### config.mk
export PLATFORM = sky130hd
export DESIGN_NAME = vending_ctrl_multi
export DESIGN_NICKNAME = d
export VERILOG_FILES = /design/src/rtl/vending_ctrl_multi.sv
export SDC_FILE = /design/constraint.sdc
export NUM_CORES = 1
export LEC_CHECK = 0
export CAP_MARGIN = 40
export CELL_PAD_IN_SITES_DETAIL_PLACEMENT = 0
export CELL_PAD_IN_SITES_GLOBAL_PLACEMENT = 1
export CORE_MARGIN = 8
export CORE_UTILIZATION = 40
export CTS_CLUSTER_SIZE = 10
export DETAILED_ROUTE_END_ITERATION = 8
export DONT_BUFFER_PORTS = 1
export PLACE_DENSITY = 0.72
export SLEW_MARGIN = 20
export SYNTH_ARGS = -nofsm -noshare
export SYNTH_HDL_FRONTEND = slang
export SYNTH_SLANG_ARGS = --single-unit
### constraint.sdc
create_clock -name clk -period 5.4 [get_ports clk]
set_clock_uncertainty 0.1 [all_clocks]
set_input_delay 0.54 -clock clk [delete_from_list [all_inputs] [get_ports clk]]
set_output_delay 0.54 -clock clk [all_outputs]
set_load 0.02 [all_outputs]
### src/rtl/vending_ctrl_multi.sv
//------------------------------------------------------------------------------
// Module     : vending_ctrl_multi
// Description: Multi-product vending controller with coin credit, per-product
//              pricing, serial change return and cancel/refund.
// Revision   : 1.0 - initial release
//------------------------------------------------------------------------------
`default_nettype none

module vending_ctrl_multi #(
    parameter int CREDIT_W = 8,
    parameter int N_PROD   = 4,
    parameter int SEL_W    = 2,
    parameter logic [CREDIT_W*N_PROD-1:0] PRICE_LIST = {8'd10, 8'd5, 8'd4, 8'd3},
    parameter int MAX_CREDIT = 20
) (
    input  logic                clk,
    input  logic                rst,
    input  logic                coin_5,
    input  logic                coin_10,
    input  logic                coin_50,
    input  logic                sel_valid,
    input  logic [SEL_W-1:0]    sel_id,
    input  logic                cancel,
    output logic                dispense,
    output logic [SEL_W-1:0]    disp_id,
    output logic                change_pulse,
    output logic [CREDIT_W-1:0] credit,
    output logic                busy,
    output logic                coin_reject,
    output logic                sel_err
);

    localparam logic [CREDIT_W:0] c_max   = (CREDIT_W+1)'(MAX_CREDIT);
    localparam logic [SEL_W:0]    c_nprod = (SEL_W+1)'(N_PROD);

    typedef enum logic [1:0] {
        S_COLLECT = 2'd0,
        S_VEND    = 2'd1,
        S_CHANGE  = 2'd2
    } state_t;

    state_t              r_state, w_state_nx;
    logic [CREDIT_W-1:0] r_credit, w_credit_nx;
    logic                r_dispense, w_dispense_nx;
    logic [SEL_W-1:0]    r_disp_id, w_disp_id_nx;
    logic                r_change, w_change_nx;
    logic                r_busy;
    logic                r_coin_rej, w_coin_rej_nx;
    logic                r_sel_err, w_sel_err_nx;

    logic [CREDIT_W:0]   w_sum;
    logic [CREDIT_W:0]   w_total;
    logic                w_any_coin;
    logic [CREDIT_W-1:0] w_price;
    logic                w_sel_in_range;
    logic                w_coins_blocked;

    // One extra bit keeps credit + coin sum from wrapping before the limit check
    assign w_sum = (CREDIT_W+1)'(coin_5)
                 + (CREDIT_W+1)'({coin_10, 1'b0})
                 + (coin_50 ? (CREDIT_W+1)'(10) : '0);
    assign w_total        = {1'b0, r_credit} + w_sum;
    assign w_any_coin     = coin_5 | coin_10 | coin_50;
    assign w_sel_in_range = ({1'b0, sel_id} < c_nprod);

    always_comb begin
        w_price = '0;
        for (int i = 0; i < N_PROD; i++) begin
            if (sel_id == SEL_W'(i)) begin
                w_price = PRICE_LIST[i*CREDIT_W +: CREDIT_W];
            end
        end
    end

    always_comb begin
        w_state_nx      = r_state;
        w_credit_nx     = r_credit;
        w_dispense_nx   = 1'b0;
        w_disp_id_nx    = r_disp_id;
        w_change_nx     = 1'b0;
        w_coin_rej_nx   = 1'b0;
        w_sel_err_nx    = 1'b0;
        w_coins_blocked = 1'b1;

        case (r_state)
            S_COLLECT: begin
                w_coins_blocked = 1'b0;
                if (cancel && (r_credit != '0)) begin
                    w_state_nx      = S_CHANGE;
                    w_change_nx     = 1'b1;
                    w_coins_blocked = 1'b1;
                end else if (sel_valid) begin
                    if (!w_sel_in_range || (r_credit < w_price)) begin
                        w_sel_err_nx = 1'b1;
                    end else begin
                        w_state_nx      = S_VEND;
                        w_dispense_nx   = 1'b1;
                        w_disp_id_nx    = sel_id;
                        w_credit_nx     = r_credit - w_price;
                        w_coins_blocked = 1'b1;
                    end
                end
            end
            S_VEND: begin
                w_sel_err_nx = sel_valid;
                if (r_credit != '0) begin
                    w_state_nx  = S_CHANGE;
                    w_change_nx = 1'b1;
                end else begin
                    w_state_nx = S_COLLECT;
                end
            end
            S_CHANGE: begin
                w_sel_err_nx = sel_valid;
                if (r_credit > CREDIT_W'(1)) begin
                    w_credit_nx = r_credit - CREDIT_W'(1);
                    w_change_nx = 1'b1;
                end else begin
                    w_credit_nx = '0;
                    w_state_nx  = S_COLLECT;
                end
            end
            default: begin
                w_state_nx  = S_COLLECT;
                w_credit_nx = '0;
            end
        endcase

        // Coins are only banked in COLLECT when nothing else claimed the cycle
        if (w_coins_blocked) begin
            w_coin_rej_nx = w_any_coin;
        end else if (w_total <= c_max) begin
            w_credit_nx = w_total[CREDIT_W-1:0];
        end else begin
            w_coin_rej_nx = w_any_coin;
        end
    end

    always_ff @(posedge clk) begin
        if (rst) begin
            r_state    <= S_COLLECT;
            r_credit   <= '0;
            r_dispense <= 1'b0;
            r_disp_id  <= '0;
            r_change   <= 1'b0;
            r_busy     <= 1'b0;
            r_coin_rej <= 1'b0;
            r_sel_err  <= 1'b0;
        end else begin
            r_state    <= w_state_nx;
            r_credit   <= w_credit_nx;
            r_dispense <= w_dispense_nx;
            r_disp_id  <= w_disp_id_nx;
            r_change   <= w_change_nx;
            r_busy     <= (w_state_nx != S_COLLECT);
            r_coin_rej <= w_coin_rej_nx;
            r_sel_err  <= w_sel_err_nx;
        end
    end

    assign dispense     = r_dispense;
    assign disp_id      = r_disp_id;
    assign change_pulse = r_change;
    assign credit       = r_credit;
    assign busy         = r_busy;
    assign coin_reject  = r_coin_rej;
    assign sel_err      = r_sel_err;

endmodule

`default_nettype wire

Word level (Yosys, flattened, before mapping)
Cells that the tools add are included.
{ "totals": {"word_cells": 66, "ff_bits": 17} }
{ "op_classes": {"bitwise_logic": 5, "eq_ne": 5, "n_reduce_logical": 8, "n_mux": 32, "order_cmp": 3, "addsub": 5} }
{ "ops": {"columns": ["operator", "count"], "rows": [
  ["$mux W8", 7],
  ["$pmux W8 S3", 1],
  ["$mux W1", 12],
  ["$mux W2", 6],
  ["$add A8 B5 Y9", 1],
  ["$le A9 B5 Y1 const B", 1],
  ["$gt A8 B1 Y1 const B", 1],
  ["$lt A8 B8 Y1", 1],
  ["$reduce_bool A8 Y1", 1],
  ["$sub A8 B1 Y8 const B", 1],
  ["$sub A8 B8 Y8", 1],
  ["$eq A2 B2 Y1 const B", 3],
  ["$mux W3", 2],
  ["$pmux W2 S3", 1],
  ["$add A3 B4 Y5", 1],
  ["$eq A2 B1 Y1 const B", 2],
  ["$logic_not A2 Y1", 2],
  ["$mux W4", 1],
  ["$reduce_and A4 Y1", 1],
  ["$add A1 B2 Y3", 1],
  ["$not A1 Y1", 3],
  ["$pmux W1 S3", 1],
  ["$reduce_or A3 Y1", 1],
  ["$or A1 B1 Y1", 2],
  ["4 further kinds", 4]
]} }

Longest topological paths before layout
{ "logic_depth": {"ltp_word": 12, "depth_mapped": 9} }

Worst setup path after synthesis
OpenSTA, ideal clock, no wires.
{ "synth_timing": {"path_type": "input port to flip-flop", "from": "input port coin_10", "to": "register r_credit[2], in the netlist credit[2]", "n_path_buf": 0, "path_slack_ps": 2509, "setup_time_ps": 141, "arrival_time_ps": 2650, "stages": 9, "cell_sequence": "fa_1 ha_1 inv_1 fa_1 and3b_1 and3_1 o2111ai_1 o21ai_1 o32ai_1"} }
{ "synth_between": {"elab_chain_len": 6} }
{ "synth_rtl": {"columns": ["item", "line_no", "source"], "rows": [
  ["start: declaration", "19", "input logic coin_10,"],
  ["$add A1 B2 Y3 *", "60", "+ (CREDIT_W+1)'({coin_10, 1'b0})"],
  ["$add A3 B4 Y5 *", "61", "+ (coin_50 ? (CREDIT_W+1)'(10) : '0);"],
  ["$add A8 B5 Y9 *", "62", "assign w_total = {1'b0, r_credit} + w_sum;"],
  ["$le A9 B5 Y1", "132", "end else if (w_total <= c_max) begin"],
  ["$mux W8 *", "132", null],
  ["$mux W8 *", "130", "if (w_coins_blocked) begin"],
  ["end signal: assignment", "151", "r_credit <= w_credit_nx;"],
  ["end: declaration", "43", "logic [CREDIT_W-1:0] r_credit, w_credit_nx;"]
]} }
Mark *: on every way between the ends. The rest lies on a longest branch, timed or not.
A chain may end at the register's enable or synchronous reset.

Worst setup path in the final report
{ "layout_timing": {"from": "register r_credit[1], in the netlist credit[1]", "to": "register r_credit[2], in the netlist credit[2]"} }
{ "layout_between": {"elab_chain_len": 7, "word_cells_on_any_way": 19, "classes_between": "add/sub: 3; order compare: 3; mux: 11; reduce/logical: 2"} }
{ "layout_rtl": {"columns": ["item", "line_no"], "rows": [
  ["branches (longest 6 deep; another with $add A8 B5 Y9)", null],
  ["$mux W8 *", "130"]
]} }
Mark *: on every way between the ends.

==> metrics.csv <==
metric;value;unit
status;finished, final reports clean;
initial antenna violation count;0;
Initial Util;40.4;%
Critical Path RT;5420;ps
Synth Area in Compound Gates;31.7;%
FMAX;317;MHz
wire per inst;18.9;µm
critical path capture point type;flop;
Fillers;431;
maxcap violations;0;
CP startpoint kind;flop;
Synth Area in Simple Gates;19.4;%
WHS;247;ps
Syn Std Cell Area;0.00158;mm²
Post-CTS Setup Bufs;0;
asr flop ratio synth;0;%
min-delay worst type;input port to flop;
Seq cells post-synth;17;
core area;0.00391;mm²
Post-Syn Area per Cell;8.15;µm²
clk slew on worst S/H paths;70;ps
Remaining Overflow, GRT;0;
Final Hold Viols;0;
placer congestion estimate;0.896;
Post-synth EDFFs;0;
CTS Buf Count;3;
final antenna diode count;0;
GR Util All Layers;15.0;%
Crit Path Class;flop to flop;
DR vias/cell;6.41;
htree depth;1;
DRC Markers;0;
1st-iter DRT viols;104;
share of cells above drive strength 1;4.76;%
CTS Root Buffer Type;clkbuf_8;
xor and xnor area share after synthesis;1.11;%
fin. max-slew vios;0;
Max Fanout on Critical Path;8;
Fin Setup TNS;0;ps
adder-cell share of the synthesized area;17.3;%
Post-DP HPWL;3.56;mm
largest net degree at the start of global routing;17;
global-route wire length before repair;7.57;mm
Cell Pwr Density;685;mW/mm²
Clock Tree Buf Depth;2;
Die ar.;0.00622;mm²
Num Clock Sinks;17;
Top Ports;24;
top-area cell type share of the netlist area;21.5;%
CTS tree;built;
Max-Slew Margin vs Limit;48.8;%
Pre-antenna DRT Iters;4;
largest family of logic cells by synthesized area;compound AO/OA/AOI/OAI gates;
hold_buf cts;0;
VDD IR-drop max;0.242;mV
area grow syn2layout;3.64;%
Synth Net Count;223;
Leakage;0.669;nW
Final Net Count;219;
die outline height;78.9;µm
Seq/Total Area, Yosys;21.5;%
final setup violation count;0;
RSZ-0062 raised after global routing;false;
post-synthesis mux area share;1.27;%
area leader, netlist;dfxtp_1;
worst-skew pair later-pin latency;260;ps
Port Buffer Count;0;
worst slew pin tran;767;ps
largest cells by area after synthesis;dfxtp_1, ha_1, a21oi_1;
DRT Wirelength;4.52;mm
Die X-Extent;78.9;µm
yosys warns;0;
number of global-route vias before repair;1448;
antenna violation net count after detailed routing;0;
min cycle time layout;3160;ps
Yosys cell types;55;
top cell types by occurrence after synthesis;inv_1, dfxtp_1, ha_1;
Final period util;58.5;%
crit path DAT;3180;ps
CTS resizes;0;
Post-Syn Instances;194;
Via Count;1531;
ys flop type;dfxtp_1;
Rows;23;
count leader, synth;inv_1;
[state kept, by name (all words and copies together), names as in the netlist]
name,cells
credit,8
disp_id,2
r_state,2
busy,1
change_pulse,1
coin_reject,1
dispense,1
sel_err,1
[where the power goes]
| part | leakage, nW | total, mW | switching (mW) | internal, mW |
|---|---|---|---|---|
| sequential | 0.139 | 0.295 | 0.121 | 0.174 |
| combinational | 0.507 | 0.728 | 0.449 | 0.278 |
| clock | 0.0228 | 0.0994 | 0.0469 | 0.0525 |
[through the flow]
stage	power [mW]	instance area (µm²)	utilization (%)	setup WS, ps	cells
6_report	1.12	1640	41.8	2240	239
2_1_floorplan	0.863	1580	-	2510	194
3_3_place_gp	1.01	1590	40.7	2330	235
5_1_grt	1.21	1640	41.8	1930	239
3_5_place_dp	1.01	1590	40.7	2200	235
4_1_cts	1.11	1640	41.8	2250	239
[cell usage in the layout, fill, tap and decap left out, types with 4 or more instances in the layout]
master	netlist	final
inv_1	19	19
ha_1	17	17
dfxtp_1	17	17
a21oi_1	15	15
nor2_1	13	13
nand2_1	9	9
nand3_1	8	8
nor3_1	6	6
o21ai_0	6	6
a31oi_1	5	5
o31ai_1	4	4
a21o_1	4	4
a211oi_1	4	4
[final cells by class]
class,instances,area (µm²),share of cell area (%)
flip-flops and latches,17,340,20.8
multi-input cells,149,1120,68.3
well taps,50,62.6,3.82
clock buffers,4,45.0,2.75
inverters,19,71.3,4.35
[path summary, 6_finish.rpt]
kind                              start               endpoint  slack [ps]  cells after the start
setup / recovery   credit[1]$_SDFF_PP0_   credit[2]$_SDFF_PP0_        2240                      9
hold reg to reg   r_state[1]$_SDFF_PP0_  r_state[1]$_SDFF_PP0_         450                      2
setup reg to reg   credit[1]$_SDFF_PP0_   credit[2]$_SDFF_PP0_        2240                      9
hold / removal                      rst    dispense$_SDFF_PP0_         250                      1
[cell families (layout without fill, tap and decap cells)]
family,Yosys count,after routing
compound gates,68,68
xor+xnor,2,2
fa+ha+maj,20,20
buf+inv,28,23
flops,17,17
mux,2,2
simple gates,57,57
[worst max-delay path, stage by stage (launching register included)]
cell,delay (ps)
dfxtp_1,480
fa_1,560
ha_1,190
inv_1,70
fa_1,400
and3b_1,240
and3_1,180
o2111ai_1,150
o21ai_1,480
o32ai_1,170
[routing by layer]
metal	part of all wire [%]	GRT usage (%)	vias to the layer above
met1	42	19.1	726
met2	47	23.9	67
met4	2.6	6.30	0
met3	8.4	3.05	10
li1	-	-	728
met5	0	0	-
No activity file was read; power rests on OpenSTA's default activity.
